[src/rtl/lut_pkg.sv]
// Shared definitions for the parameterised LUT: input mode encoding and
// the legal range of LUT input counts.
package lut_pkg;

    // Per-input evaluation mode, two bits per input in the TYPE vector.
    typedef enum logic [1:0] {
        LVL    = 2'd0,
        RISE   = 2'd1,
        FALL   = 2'd2,
        EITHER = 2'd3
    } mode_t;

    localparam int unsigned NUM_INP_MIN = 2;
    localparam int unsigned NUM_INP_MAX = 6;

endpackage : lut_pkg

[src/rtl/lut_param_if.sv]
// Bus bundle for lut_param: LUT inputs, per-input modes, truth-table write
// port, output gate and the registered LUT output.
interface lut_param_if #(
    parameter int unsigned NUM_INP = 5,
    parameter int unsigned FUNC_W  = 32'd1 << NUM_INP
);
    logic                   enable_i;
    logic [NUM_INP-1:0]     inp_i;
    logic [2*NUM_INP-1:0]   TYPE;
    logic [FUNC_W-1:0]      FUNC;
    logic                   FUNC_WSTB;
    logic                   out_o;

    modport master (
        output enable_i, inp_i, TYPE, FUNC, FUNC_WSTB,
        input  out_o
    );

    modport slave (
        input  enable_i, inp_i, TYPE, FUNC, FUNC_WSTB,
        output out_o
    );
endinterface : lut_param_if

[src/rtl/lut_edge_sel.sv]
// One LUT input: previous-value register plus the level/edge mode mux that
// produces this input's effective index bit.
module lut_edge_sel
    import lut_pkg::*;
(
    input  logic  clk_i,
    input  logic  reset_i,
    input  logic  inp_i,
    input  mode_t mode_i,
    output logic  e_o
);

    logic prev_q;
    logic prev_d;

    // The previous value tracks the input every cycle, independent of enable.
    always_comb begin
        prev_d = inp_i;
    end

    // Previous-value register, cleared asynchronously so the first edge after
    // reset sees an input that is already high as a rising edge.
    always_ff @(posedge clk_i or posedge reset_i) begin
        if (reset_i) begin
            prev_q <= 1'b0;
        end else begin
            prev_q <= prev_d;
        end
    end

    // Mode mux: level passes through, edge modes give a one-cycle pulse.
    always_comb begin
        e_o = 1'b0;
        unique case (mode_i)
            LVL:    e_o = inp_i;
            RISE:   e_o = inp_i & ~prev_q;
            FALL:   e_o = ~inp_i & prev_q;
            EITHER: e_o = inp_i ^ prev_q;
        endcase
    end

endmodule : lut_edge_sel

[src/rtl/lut_param.sv]
// Parameterised registered LUT with per-input level/edge modes and a
// strobed truth-table register.
module lut_param
    import lut_pkg::*;
#(
    parameter int unsigned NUM_INP = 5,
    parameter int unsigned FUNC_W  = 32'd1 << NUM_INP
) (
    input  logic        clk_i,
    input  logic        reset_i,
    lut_param_if.slave  bus
);

    if ((NUM_INP < NUM_INP_MIN) || (NUM_INP > NUM_INP_MAX)) begin : g_bad_num_inp
        $error("lut_param: NUM_INP=%0d outside legal range %0d..%0d",
               NUM_INP, NUM_INP_MIN, NUM_INP_MAX);
    end

    if (FUNC_W != (32'd1 << NUM_INP)) begin : g_bad_func_w
        $error("lut_param: FUNC_W=%0d must equal 2**NUM_INP", FUNC_W);
    end

    logic [NUM_INP-1:0] e;
    logic [FUNC_W-1:0]  func_q;
    logic [FUNC_W-1:0]  func_d;
    logic               out_q;
    logic               out_d;

    for (genvar k = 0; k < NUM_INP; k++) begin : g_inp
        lut_edge_sel u_edge_sel (
            .clk_i   (clk_i),
            .reset_i (reset_i),
            .inp_i   (bus.inp_i[k]),
            .mode_i  (mode_t'(bus.TYPE[2*k +: 2])),
            .e_o     (e[k])
        );
    end

    // Truth table loads only on a strobe; the last strobe in a run wins.
    always_comb begin
        func_d = func_q;
        if (bus.FUNC_WSTB) begin
            func_d = bus.FUNC;
        end
    end

    // Output lookup uses the table currently held, so a table written in the
    // same cycle only affects the following evaluation.
    always_comb begin
        out_d = bus.enable_i & func_q[e];
    end

    // Table and output registers; reset dominates any coincident strobe.
    always_ff @(posedge clk_i or posedge reset_i) begin
        if (reset_i) begin
            func_q <= '0;
            out_q  <= 1'b0;
        end else begin
            func_q <= func_d;
            out_q  <= out_d;
        end
    end

    assign bus.out_o = out_q;

endmodule : lut_param
[src/flat_wrapper.sv]
// flat-port wrapper written by rule: the top's interface ports become plain ports
module lut_param_flat import lut_pkg::*;
#(
    parameter int unsigned NUM_INP = 5,
    parameter int unsigned FUNC_W  = 32'd1 << NUM_INP
)
  (clk_i, reset_i, bus_enable_i, bus_inp_i, bus_TYPE, bus_FUNC, bus_FUNC_WSTB, bus_out_o);
  lut_param_if #(.NUM_INP(NUM_INP), .FUNC_W(FUNC_W)) bus_i ();
  input  logic clk_i;
  input  logic reset_i;
  input wire logic [$bits(bus_i.enable_i)-1:0] bus_enable_i;
  input wire logic [$bits(bus_i.inp_i)-1:0] bus_inp_i;
  input wire logic [$bits(bus_i.TYPE)-1:0] bus_TYPE;
  input wire logic [$bits(bus_i.FUNC)-1:0] bus_FUNC;
  input wire logic [$bits(bus_i.FUNC_WSTB)-1:0] bus_FUNC_WSTB;
  output wire logic [$bits(bus_i.out_o)-1:0] bus_out_o;
  assign bus_i.enable_i = bus_enable_i;
  assign bus_i.inp_i = bus_inp_i;
  assign bus_i.TYPE = bus_TYPE;
  assign bus_i.FUNC = bus_FUNC;
  assign bus_i.FUNC_WSTB = bus_FUNC_WSTB;
  assign bus_out_o = bus_i.out_o;
  lut_param #(.NUM_INP(NUM_INP), .FUNC_W(FUNC_W)) u_core (.clk_i(clk_i), .reset_i(reset_i), .bus(bus_i));
endmodule
[config.mk]
export PLATFORM = sky130hd
export DESIGN_NAME = lut_param_flat
export DESIGN_NICKNAME = d
export VERILOG_FILES = /design/src/rtl/lut_pkg.sv /design/src/rtl/lut_param_if.sv /design/src/rtl/lut_edge_sel.sv /design/src/rtl/lut_param.sv /design/src/flat_wrapper.sv
export SDC_FILE = /design/constraint.sdc
export NUM_CORES = 1
export LEC_CHECK = 0
export CORE_AREA = 10 10 74 76
export CTS_CLUSTER_DIAMETER = 150
export DETAILED_ROUTE_END_ITERATION = 12
export DIE_AREA = 0 0 84 86
export PLACE_DENSITY = 0.8
export SYNTH_ARGS = -nofsm -noshare
export SYNTH_HDL_FRONTEND = slang
export SYNTH_SLANG_ARGS = --single-unit
[constraint.sdc]
create_clock -name clk_i -period 4.4 [get_ports clk_i]
set_input_delay 0.88 -clock clk_i [delete_from_list [all_inputs] [get_ports clk_i]]
set_output_delay 0.88 -clock clk_i [all_outputs]
set_load 0.05 [all_outputs]
==> impl_results.md <==
- Gpl congestion: 0.774
- CP Class: in -> reg
- CP Capture Type: flip-flop
- Chip height: 86 um
- WL/cell: 17.2 um
- FF-to-FF setup slack: 1940 ps
- Core Util, Final: 65.6%
- Row cnt: 23
- DRT Pass-1 Iters: 4
- Final number of setup-violating endpoints: 0
- Crit path max-delay cell type: mux4_2
- Clk slew on worst S/H paths: 70 ps
- Layout cells sized above 1: 22.8%
- Worst skew pair latency: 280 ps
- Crit-path max cell delay: 630 ps
- DP Wirelength: 3480 um
- Via density: 5.27
- Max_slew headroom: 65.4%
- H-tree Lvls: 2
- Nets@finish: 266
- Post-Route Skew: 4.31 ps
- Min-Delay Path Class: reg -> reg
- Clock power share: 29.3%
- Hold-fix buffers, CTS: 0
- Synth cell types: 23
- Final min period: 3250 ps
- CTS buffer count: 5
- First DRT Iteration DRCs: 46
- Status: finished clean
- Post-CTS setup repair buffer count: 0
- Post-route ant nets: 0
- DRC violations left: 0
- Vias in the first global route: 1,581
- TritonCTS clock tree: done
- Flops & latches, synth: 38
- Clock sinks: 38
- Gate Count Post-Synth: 151
- GRT Util Overall: 12.7%
- Peak VDD IR: 171 uV
- First-pass GRT wire length: 7550 um
- CP max FO: 10
- Final hold vios: 0
- Syn avg cell area: 13.0 sq um
- Post-Route WL: 4400 um
- Worst EP arrival: 3450 ps
- Largest net degree at the start of global routing: 39
- Max-capacitance violation count: 0
- Power per cell area: 318 nW/um^2
- P_sw: 212 uW
- Initial antenna violation count: 0
- Yosys Warn Count: 0
- Gates resized, CTS repair: 0
- Seq/Total Area, Yosys: 48.4%
- CP Launch Type: input pin
- # diodes: 0
- Area Growth Syn to Fin: 32.7%
- Gr ovfl total: 0
- Transition time of the tightest slew-check pin: 513 ps
- Initial Util: 49.4%
- Cell Area, Synth: 1960 sq um
- Worst-case clock buffer depth: 2
- Final worst-path cycle share: 73.8%
- CTS root buf: clkbuf_8
- P_int: 617 uW
- Die area: 7220 sq um
- # IOs: 52
- Logic pwr share: 22.4%
- Final TNS setup: 0 ps
- Critical Path RT: 4600 ps
- Unrepaired setup endpoints after global routing: false
- Cell breakdown of the critical path: clkdlybuf4s50_1 > inv_1 > ha_1 > inv_1 > mux4_2 > mux2i_1 > mux2_2 > a2111oi_2 > a31oi_1 > a31oi_1
- Final Slew Violations: 0
- Flop pwr share: 48.3%
- Synth Net Count: 212
- Total power: 829 uW
- Core area: 3970 sq um
- LEAKAGE: 0.00115 uW
- Hold Slack: 506 ps
- Max Fclk: 308 MHz
- # port buffers: 51
- Die Wd: 84 um
- Switching portion of total power: 25.5%
- Via count: 1,350
state kept, by name (all words and copies together), names as in the netlist:
register / cells
u_core.g_inp.u_edge_sel.prev_q: 5
u_core.bus.out_o: 1
u_core.func_q: 32
path summary, 6_finish.rpt:
check                                                  startpoint  depth (start not counted)                end
worst max-delay path                                 bus_inp_i[1]                         10   u_core.bus.out_o
min in group asynchronous                                 reset_i                          3  u_core.func_q[29]
worst max register to register  u_core.g_inp[1].u_edge_sel.prev_q                          8   u_core.bus.out_o
max in group asynchronous                                 reset_i                          3   u_core.func_q[6]
worst min register to register                   u_core.func_q[3]                          1   u_core.func_q[3]
worst min-delay path                             u_core.func_q[3]                          1   u_core.func_q[3]
metrics by stage:
stage	area [sq um]	setup slack, ps	std cells
2_1_floorplan	1960	1620	151
3_3_place_gp	2510	987	248
3_5_place_dp	2510	846	248
4_1_cts	2610	1150	256
5_1_grt	2610	1030	256
6_report	2610	1150	256
per-layer routing:
layer	share of wire [%]	up-vias	global-route usage, %
li1	-	643	-
met1	41	658	13.2
met2	52	40	22.6
met3	5.8	9	5.30
met4	1.6	0	4.11
met5	0	-	0
layout by cell type (no fill, tap or decap):
cell type        count
clkdlybuf4s50_1     51
nor2b_1              2
a31oi_1              2
nand4_1              1
clkbuf_1             1
a2111oi_2            1
mux2_2              33
a311oi_1             1
clkinv_2             1
mux2i_1             16
buf_4                2
a22o_1               3
nand4b_1             1
a22oi_1              1
dfrtp_1             38
o21ai_0              3
nand3_1              3
mux4_2               4
a21oi_1              2
clkbuf_8             6
nor2_1               3
inv_1               18
nand2_1              3
ha_1                10
power groups by stage:
| stage | registers (uW) | clock network [uW] | logic [uW] |
|---|---|---|---|
| floorplan | 407 | 0 | 113 |
| global placement | 406 | 0 | 178 |
| detailed placement | 407 | 0 | 188 |
| CTS | 401 | 249 | 189 |
| global route | 405 | 266 | 205 |
| finish | 401 | 243 | 186 |
worst max-delay path, delay by kind of cell:
kind / cells / cell delay [ps]
AOI/OAI and AO/OA: 3 / 580
muxes: 3 / 1080
buffers and inverters: 3 / 630
adders and majority gates: 1 / 270
cells by family (layout without fill, tap and decap cells):
family	Yosys count	in the layout	share of synthesized area, %
simple gates	13	13	3.31
buf+inv	24	79	5.35
compound gates	13	13	4.84
mux	53	53	31.7
fa+ha+maj	10	10	6.37
flops	38	38	48.4
synthesized netlist by cell type:
library cell,count,area (sq um)
dfrtp_1,38,951
mux2_2,33,372
inv_1,18,67.6
mux2i_1,16,160
ha_1,10,125
mux4_2,4,90.1
a22o_1,3,26.3
buf_1,3,11.3
nand2_1,3,11.3
nand3_1,3,15.0
nor2_1,3,11.3
o21ai_0,3,15.0
a21oi_1,2,10.0
a31oi_1,2,12.5
nor2b_1,2,12.5
a2111oi_2,1,15.0
a22oi_1,1,7.51
a311oi_1,1,8.76
buf_4,1,7.51
buf_8,1,15.0
clkbuf_1,1,3.75
nand4_1,1,6.26
nand4b_1,1,8.76
cell type report:
cell class / count / area, sq um
multi-input cells: 89 / 907
inverters: 18 / 67.6
flip-flops and latches: 38 / 951
repair buffers: 53 / 526
clock inverters: 1 / 5.00
fillers: 307 / 1370
clock buffers: 7 / 86.3
well taps: 50 / 62.6
Power figures use the tool's default switching activity.
